[src/rtl/proc_pkg.sv]
// proc_pkg
// Shared definitions for the instruction dispatcher: processor opcode
// constants, the dispatcher FSM state type, the instruction word layout
// {opcode[23:16], operand1[15:8], operand2[7:0]} and the values written to
// the result buffer when the processor never answers.
package proc_pkg;

   localparam logic [7:0] OP_MOV  = 8'h0D;
   localparam logic [7:0] OP_HALT = 8'hFF;

   localparam int INSTR_W = 24;
   localparam int FIELD_W = 8;
   localparam int OPC_LSB = 16;
   localparam int OP1_LSB = 8;
   localparam int OP2_LSB = 0;

   localparam logic [7:0] RES_TIMEOUT = 8'h00;
   localparam logic [3:0] FLG_TIMEOUT = 4'hF;

   typedef enum logic [2:0] {
      S_IDLE,
      S_FETCH,
      S_ISSUE,
      S_SETTLE,
      S_WAIT,
      S_CAPTURE,
      S_DONE
   } state_t;

endpackage

[src/rtl/dispatch_ram.sv]
// dispatch_ram
// Simple dual-port RAM: one synchronous write port and one registered read
// port, shaped for block-RAM inference. A read of the address being written
// in the same cycle returns the old contents.
// Ports:
//   clk, reset     clock and synchronous active-high reset (read register only)
//   we/waddr/wdata write port
//   raddr/rdata    read port, rdata valid one cycle after raddr
module dispatch_ram #(
   parameter int WIDTH  = 8,
   parameter int DEPTH  = 16,
   parameter int ADDR_W = 4
) (
   input  logic              clk,
   input  logic              reset,
   input  logic              we,
   input  logic [ADDR_W-1:0] waddr,
   input  logic [WIDTH-1:0]  wdata,
   input  logic [ADDR_W-1:0] raddr,
   output logic [WIDTH-1:0]  rdata
);

   logic [WIDTH-1:0] mem [DEPTH];

   // Contents are deliberately not reset; only the output register is.
   always_ff @(posedge clk) begin
      if (we) begin
         mem[waddr] <= wdata;
      end
   end

   always_ff @(posedge clk) begin
      if (reset) begin
         rdata <= '0;
      end else begin
         rdata <= mem[raddr];
      end
   end

endmodule

[src/rtl/instr_dispatcher.sv]
// instr_dispatcher
// Initiator side of the processor opcode/operand/ready handshake. A host
// loads a program into the instruction memory, then pulses start. Each word
// is fetched, issued on the opcode/operand outputs, given SETTLE cycles for
// any stale ready to clear, then waited on for up to TIMEOUT cycles. The
// processor's result and flags (or a timeout fill value) land in the result
// buffer at the instruction's index, readable by the host.
// Ports:
//   clk, reset                       clock, synchronous active-high reset
//   start, prog_len                  run request and program length
//   prog_we, prog_addr, prog_wdata   instruction memory write port
//   opcode_out, operand1_out,
//   operand2_out                     instruction fields to the processor
//   ula_ready_in, result_in,
//   flags_in                         processor response
//   rd_addr, rd_result, rd_flags     result buffer read port (1-cycle latency)
//   busy, done, timeout_err, pc_out  run status
module instr_dispatcher
   import proc_pkg::*;
#(
   parameter int DEPTH   = 16,
   parameter int ADDR_W  = 4,
   parameter int SETTLE  = 2,
   parameter int TIMEOUT = 15
) (
   input  logic              clk,
   input  logic              reset,
   input  logic              start,
   input  logic [ADDR_W:0]   prog_len,
   input  logic              prog_we,
   input  logic [ADDR_W-1:0] prog_addr,
   input  logic [23:0]       prog_wdata,
   output logic [7:0]        opcode_out,
   output logic [7:0]        operand1_out,
   output logic [7:0]        operand2_out,
   input  logic              ula_ready_in,
   input  logic [7:0]        result_in,
   input  logic [3:0]        flags_in,
   input  logic [ADDR_W-1:0] rd_addr,
   output logic [7:0]        rd_result,
   output logic [3:0]        rd_flags,
   output logic              busy,
   output logic              done,
   output logic              timeout_err,
   output logic [ADDR_W-1:0] pc_out
);

   localparam logic [ADDR_W:0] LEN_MAX = (ADDR_W+1)'(DEPTH);

   state_t              state_reg, state_next;
   logic [ADDR_W-1:0]   pc_reg, pc_next;
   logic [ADDR_W:0]     len_reg, len_next;
   logic [7:0]          cnt_reg, cnt_next;      // settle counter, then wait counter
   logic                to_reg, to_next;        // current instruction timed out
   logic [7:0]          opcode_reg, opcode_next;
   logic [7:0]          op1_reg, op1_next;
   logic [7:0]          op2_reg, op2_next;
   logic                busy_reg, busy_next;
   logic                done_reg, done_next;
   logic                terr_reg, terr_next;

   logic [INSTR_W-1:0]  instr;
   logic                imem_we;
   logic                rbuf_we;
   logic [11:0]         rbuf_wdata;
   logic [11:0]         rbuf_rdata;
   logic [ADDR_W:0]     pc_inc;

   // Program writes are only honoured while idle, so a running program
   // cannot be modified underneath itself.
   assign imem_we = prog_we && (state_reg == S_IDLE);
   assign pc_inc  = {1'b0, pc_reg} + (ADDR_W+1)'(1);

   dispatch_ram #(
      .WIDTH  (INSTR_W),
      .DEPTH  (DEPTH),
      .ADDR_W (ADDR_W)
   ) imem (
      .clk   (clk),
      .reset (reset),
      .we    (imem_we),
      .waddr (prog_addr),
      .wdata (prog_wdata),
      .raddr (pc_reg),
      .rdata (instr)
   );

   dispatch_ram #(
      .WIDTH  (12),
      .DEPTH  (DEPTH),
      .ADDR_W (ADDR_W)
   ) rbuf (
      .clk   (clk),
      .reset (reset),
      .we    (rbuf_we),
      .waddr (pc_reg),
      .wdata (rbuf_wdata),
      .raddr (rd_addr),
      .rdata (rbuf_rdata)
   );

   always_ff @(posedge clk) begin
      if (reset) begin
         state_reg  <= S_IDLE;
         pc_reg     <= '0;
         len_reg    <= '0;
         cnt_reg    <= '0;
         to_reg     <= 1'b0;
         opcode_reg <= '0;
         op1_reg    <= '0;
         op2_reg    <= '0;
         busy_reg   <= 1'b0;
         done_reg   <= 1'b0;
         terr_reg   <= 1'b0;
      end else begin
         state_reg  <= state_next;
         pc_reg     <= pc_next;
         len_reg    <= len_next;
         cnt_reg    <= cnt_next;
         to_reg     <= to_next;
         opcode_reg <= opcode_next;
         op1_reg    <= op1_next;
         op2_reg    <= op2_next;
         busy_reg   <= busy_next;
         done_reg   <= done_next;
         terr_reg   <= terr_next;
      end
   end

   always_comb begin
      state_next  = state_reg;
      pc_next     = pc_reg;
      len_next    = len_reg;
      cnt_next    = cnt_reg;
      to_next     = to_reg;
      opcode_next = opcode_reg;
      op1_next    = op1_reg;
      op2_next    = op2_reg;
      busy_next   = busy_reg;
      done_next   = 1'b0;
      terr_next   = terr_reg;
      rbuf_we     = 1'b0;
      rbuf_wdata  = {result_in, flags_in};

      case (state_reg)
         S_IDLE: begin
            if (start) begin
               len_next  = (prog_len > LEN_MAX) ? LEN_MAX : prog_len;
               pc_next   = '0;
               busy_next = 1'b1;
               terr_next = 1'b0;
               state_next = (prog_len == '0) ? S_DONE : S_FETCH;
            end
         end
         S_FETCH: begin
            state_next = S_ISSUE;
         end
         S_ISSUE: begin
            // HALT ends the run without disturbing the processor outputs.
            if (instr[OPC_LSB +: FIELD_W] == OP_HALT) begin
               state_next = S_DONE;
            end else begin
               opcode_next = instr[OPC_LSB +: FIELD_W];
               op1_next    = instr[OP1_LSB +: FIELD_W];
               op2_next    = instr[OP2_LSB +: FIELD_W];
               cnt_next    = '0;
               to_next     = 1'b0;
               state_next  = S_SETTLE;
            end
         end
         S_SETTLE: begin
            // Ready is ignored here: it may still be the previous op's pulse.
            if (cnt_reg == 8'(SETTLE - 1)) begin
               cnt_next   = '0;
               state_next = S_WAIT;
            end else begin
               cnt_next = cnt_reg + 8'd1;
            end
         end
         S_WAIT: begin
            // Ready on the final allowed cycle still counts as an answer.
            if (ula_ready_in) begin
               state_next = S_CAPTURE;
            end else if (cnt_reg == 8'(TIMEOUT - 1)) begin
               to_next    = 1'b1;
               state_next = S_CAPTURE;
            end else begin
               cnt_next = cnt_reg + 8'd1;
            end
         end
         S_CAPTURE: begin
            rbuf_we = 1'b1;
            if (to_reg) begin
               rbuf_wdata = {RES_TIMEOUT, FLG_TIMEOUT};
               terr_next  = 1'b1;
            end
            if (pc_inc == len_reg) begin
               state_next = S_DONE;
            end else begin
               pc_next    = pc_inc[ADDR_W-1:0];
               state_next = S_FETCH;
            end
         end
         S_DONE: begin
            done_next  = 1'b1;
            busy_next  = 1'b0;
            state_next = S_IDLE;
         end
         default: begin
            state_next = S_IDLE;
         end
      endcase
   end

   assign opcode_out   = opcode_reg;
   assign operand1_out = op1_reg;
   assign operand2_out = op2_reg;
   assign busy         = busy_reg;
   assign done         = done_reg;
   assign timeout_err  = terr_reg;
   assign pc_out       = pc_reg;
   assign rd_result    = rbuf_rdata[11:4];
   assign rd_flags     = rbuf_rdata[3:0];

endmodule

[config.mk]
export PLATFORM = sky130hd
export DESIGN_NAME = instr_dispatcher
export DESIGN_NICKNAME = d
export VERILOG_FILES = /design/src/rtl/proc_pkg.sv /design/src/rtl/dispatch_ram.sv /design/src/rtl/instr_dispatcher.sv
export SDC_FILE = /design/constraint.sdc
export NUM_CORES = 1
export LEC_CHECK = 0
export CAP_MARGIN = 20
export CORE_UTILIZATION = 60
export CTS_CLUSTER_SIZE = 10
export DETAILED_ROUTE_END_ITERATION = 6
export GPL_ROUTABILITY_DRIVEN = 0
export GPL_TIMING_DRIVEN = 0
export PLACE_DENSITY = 0.8
export SLEW_MARGIN = 40
export SYNTH_ARGS = -nofsm -noshare
export SYNTH_HDL_FRONTEND = slang
export SYNTH_SLANG_ARGS = --single-unit
[constraint.sdc]
create_clock -name clk -period 11.1 [get_ports clk]
set_input_delay 2.775 -clock clk [delete_from_list [all_inputs] [get_ports clk]]
set_output_delay 2.775 -clock clk [all_outputs]
set_load 0.005 [all_outputs]
### Word-level counts from Yosys, hierarchy flattened

Memory sizes are Yosys's and may differ from the RTL's. A register that Yosys moved wholly into a read port is not among the register bits.
Index checks and enable logic that the tools add are counted.

| storage, ports and cells | value |
|---|---|
| bits in registers | 48 |
| latch bits | 0 |
| memory bits (writable) | 576 |
| bits in read-only memories | 0 |
| input port bits | 54 |
| output and inout port bits | 43 |
| word-level logic and storage cells | 85 |
| memories kept | 2 |

Memories:

| name | depth | bits a word | read ports | clocked after Yosys merged registers in | wr ports | RTL line | text |
|---|---|---|---|---|---|---|---|
| imem.mem | 16 | 24 | 1 | 1 | 1 | dispatch_ram.sv:23 | `logic [WIDTH-1:0] mem [DEPTH];` |
| rbuf.mem | 16 | 12 | 1 | 1 | 1 | dispatch_ram.sv:23 |  |

| operators by class | value |
|---|---|
| $add $sub $neg | 2 |
| multipliers | 0 |
| divide/modulo/power cells | 0 |
| $lt $le $gt $ge | 1 |
| equal/unequal tests | 19 |
| shift operators | 0 |
| mux-type cells | 34 |
| bitwise logic cells | 1 |
| reductions and logical operators | 15 |

Operators with widths:

| kind | count |
|---|---|
| $mux W8 | 4 |
| $mux W12 | 2 |
| $pmux W8 S3 | 1 |
| $mux W3 | 7 |
| $pmux W3 S6 | 1 |
| $ne A2 B2 Y1 const B | 8 |
| $mux W1 | 12 |
| $eq A3 B3 Y1 const B | 3 |
| $reduce_and A3 Y1 | 3 |
| $add A8 B1 Y8 const B | 1 |
| $eq A8 B1 Y1 const B | 1 |
| $eq A8 B4 Y1 const B | 1 |
| $eq A8 B8 Y1 const B | 1 |
| $mux W4 | 2 |
| $pmux W4 S2 | 1 |
| $reduce_and A4 Y1 | 2 |
| $eq A3 B2 Y1 const B | 2 |
| $pmux W1 S2 | 3 |
| $reduce_and A2 Y1 | 3 |
| $reduce_bool A2 Y1 | 3 |
| $add A4 B1 Y5 const B | 1 |
| $eq A5 B5 Y1 | 1 |
| $gt A5 B5 Y1 const B | 1 |
| $logic_not A5 Y1 | 1 |
| 7 further kinds | 7 |

### Longest topological paths before layout

| logic depth | value |
|---|---|
| depth after elaboration | 4 |
| mapped depth | 9 |
| mapped depth without buffers | 7 |

### Modules after synthesis

From an unflattened synthesis, not the netlist that was laid out.

| second synthesis, totals | value |
|---|---|
| cell total of the unflattened synthesis | 1443 |
| area total of the unflattened synthesis | 25455.7 µm² |

Modules (own cells, without submodules):

| module | instances | cells each | area each (µm²) | sequential area each (µm²) |
|---|---|---|---|---|
| dispatch_ram (imem) | 1 | 790 | 15432.3 | 12011.5 |
| dispatch_ram (rbuf) | 1 | 373 | 7686.1 | 6005.8 |
| instr_dispatcher | 1 | 280 | 2337.2 | 960.9 |

### Worst setup path after synthesis

OpenSTA, ideal clock, no wires.

| timing | value |
|---|---|
| kind | input port to flip-flop |
| start | in prog_we |
| end | mem imem.mem[0][0] in the netlist's numbering, enable pin |
| library setup time | 435 ps |
| data arrival time | 5093 ps |
| data required time | 10665 ps |
| slack | 5571 ps |
| cell stages on the path | 4 |
| buffers on the path | 0 |
| path through | nor4b_1 -> nor2b_1 -> nand2b_1 -> nor3_1 |

| on the way | value |
|---|---|
| longest elaborated chain between the ends | 3 |

Ends and longest elaborated chain:

| what | RTL line | text |
|---|---|---|
| start: declaration | instr_dispatcher.sv:30 | `input logic prog_we,` |
| $logic_and A1 B1 Y1 | instr_dispatcher.sv:71 | `assign imem_we = prog_we && (state_reg == S_IDLE);` |
| $mux W1 | dispatch_ram.sv:27 | `if (we) begin` |
| $mux W1 (implied by the code) | dispatch_ram.sv:28 | `mem[waddr] <= wdata;` |
| end: declaration | dispatch_ram.sv:23 |  |

No other way between the ends.

### Worst setup path after layout

| timing | value |
|---|---|
| start | in prog_we |
| end | mem imem.mem[0][4] in the netlist's numbering, enable pin |

Same word-level chain as after synthesis.

==> out/summary.txt <==
Mean Syn Cell Area - 20.7 um^2
Final Cycle Share - 48.3%
Fillers - 2,264
Setup tns final - 0 ns
DP Wirelength - 36.8 mm
Run status - complete, but fails checks
Leading area contributor after synthesis - edfxtp_1
CP Max Fanout - 7
Worst path cell trace - clkdlybuf4s50_1 > nor4b_1 > nor2b_1 > nand2b_1 > nor3_2 > buf_2 > buf_2
RSZ-0062 raised after global routing - false
Clock slew at reported path FFs - 0.05 ns
# hold bufs at CTS - 0
Global-route wire length before repair - 86.0 mm
CTS H-tree depth - 3
Cells resized by post-CTS repair - 0
Vias in the first global route - 13,400
Initial antenna violation count - 0
Layout area overhead - 17.6%
Die H - 206 um
Post-synthesis register bit count - 660
Most used cell along the critical path - buf_2
Failing checks - design-rule violations
IO Port Bufs - 94
Unique masters post-synth - 48
Num CTS Buffers - 76
CP startpoint kind - primary input
Number of synthesized flops with an enable pin - 576
WP buf/inv - 3
Largest registers in the final layout - imem.mem: 384 flops, rbuf.mem: 192 flops, imem.rdata: 24 flops
Hold Fails Final Rpt - 0
Die area - 42,600 um^2
Post-synthesis sequential area ratio - 75.8%
Synth Instances - 1,207
Nets - 1,476
Max reg flops - 384
Critical path class - primary input to flip-flop
Antenna-violating nets left - 0
Pleak - 9.22 nW
Arrival time at the worst endpoint - 5.64 ns
Layout cells sized above 1 - 24.7%
Cell family with most CP delay - simple AND/OR/NAND/NOR gates
Post-CTS Setup Inserts - 0
Synth Flop Type - edfxtp_1
Pre-CTS setup slack - 5.18 ns
Drt total wl - 59.4 mm
Boundary pin count - 97
Clock Skews - 0.0261 ns
Most frequent cells after synthesis - edfxtp_1 (576), mux4_2 (180), dfxtp_1 (84), nand2_1 (65), nor2b_1 (38)
Row cnt - 74
Drt first pass iters - 7
CP peak stage delay - 0.63 ns
Most frequent cell after synthesis - edfxtp_1
Clock root buffer - clkbuf_16
Max-slew violation count - 0
Die width - 206 um
Hold Crit Class - flip-flop to flip-flop
Max Cap Viol - 0
Pin count of the biggest net entering global routing - 17
Fin worst setup slack - 5.73 ns
Worst EP required - 11.38 ns
Worst Tran Pin Value - 0.875 ns
Crit end category - flip-flop
GRT Overall Usage - 29.1%
Vias/cell - 6.49
Synth warn - 0
Setup-failing EPs final - 0
Starting Density - 61.0%
Average routed wire per standard cell - 29.9 um
CTS tree - built
Max Fclk - 0.186 GHz
Worst slew margin - 41.7%
Biggest register - imem.mem
CTS max path bufs - 3
Pwr Density - 185 nW/um^2
DRC - 34
# clock sinks - 660
CP max stage cell - nor4b_1
Register-to-register setup slack - 7.68 ns
Post-layout min period - 5.37 ns
Core Region - 41,000 um^2
Post-synth ARST share - 0%
Synth top area share - 69.1%
Cell area after synthesis - 25,000 um^2
1st-iter DRT viols - 1,223
Synth area leaders - edfxtp_1 (69%), mux4_2 (16%), dfxtp_1 (6.7%)
Vias - 12,900
Core Util, Final - 71.8%
Total gr overflow - 0
Worst IR drop on VDD - 167 uV
Syn_nets - 1,268
Clk Latency, worst-skew pair - 0.61 ns
[placed cells by master, fill, tap and decap left out, drive strengths merged, types with 2 or more instances in the layout]
master / synthesis / layout
edfxtp: 576 / 576
xnor2: 11 / 11
and2: 24 / 24
a211oi: 7 / 7
nor3b: 2 / 2
nand2: 65 / 65
or2: 3 / 3
nand3: 12 / 12
inv: 8 / 9
mux4: 180 / 180
o211ai: 2 / 2
nor4b: 2 / 2
and3: 2 / 2
or4: 2 / 2
nor2: 34 / 34
nand3b: 6 / 6
clkinv: 0 / 4
dfxtp: 84 / 84
or3: 2 / 2
nand4: 4 / 4
o2111a: 2 / 2
buf: 30 / 66
a221oi: 2 / 2
a21oi: 36 / 36
a31oi: 6 / 6
clkbuf: 32 / 141
nor2b: 38 / 38
o21ai: 3 / 3
nor3: 8 / 8
ha: 7 / 7
clkdlybuf4s50: 0 / 94
nand2b: 7 / 7
[power breakdown]
part           switching, mW  internal (mW)
Sequential            0.0338           2.77
Combinational          0.256          0.181
Clock                  0.916           1.29
[worst reg2reg max path, delay by kind of cell, from the launching register on]
kind,cells,cell delay [ns]
and+or+nand+nor,4,1.88
buffers and inverters,3,0.87
DFF,1,0.35
[metal layers]
layer	track usage, %	up-vias	part of all wire [%]
li1	-	5337	-
met5	0	-	0
met2	50.6	753	53
met3	5.61	167	7.9
met1	35.3	6628	35
met4	13.7	0	4.4
[layout make-up]
cell class	count	area (um^2)	area share [%]
diodes	1	2.50	0.00850
plain buffers	62	293	0.995
clock buffers	109	2080	7.06
clock inverters	5	66.3	0.225
inverters	8	30.0	0.102
multi-input cells	477	5860	19.9
flip-flops and latches	660	19000	64.5
well taps	532	666	2.26
repair buffers	130	1460	4.95
[stage by stage]
stage | area (um^2) | cells | hold WS, ns | total power [mW]
final | 29400 | 1984 | 0.436 | 5.44
after global routing | 29400 | 1983 | 0.464 | 5.59
after CTS | 29400 | 1983 | 0.437 | 5.47
after detailed placement | 27300 | 1869 | 0.428 | 3.28
after global placement | 26600 | 1833 | 0.423 | 3.24
after floorplan | 25000 | 1207 | 0.417 | 3.09
[kinds of logic (layout without fill, tap and decap cells)]
group | count (synthesis) | after routing | share of synthesized area (%)
flops | 660 | 660 | 75.8
simple gates | 213 | 213 | 4.35
buf+inv | 70 | 314 | 1.24
other cells | 0 | 1 | 0
mux | 181 | 181 | 16.2
compound gates | 64 | 64 | 1.61
xor+xnor | 12 | 12 | 0.420
fa+ha+maj | 7 | 7 | 0.350
[worst paths after layout]
check                      from               to  cells past startpoint
setup / recovery        prog_we   imem.mem[0][4]                      7
setup reg to reg   state_reg[1]   imem.mem[0][4]                      7
hold / removal    imem.rdata[3]  operand2_out[3]                      2
hold reg to reg   imem.rdata[3]  operand2_out[3]                      2
No activity file was read; power rests on OpenSTA's default activity.
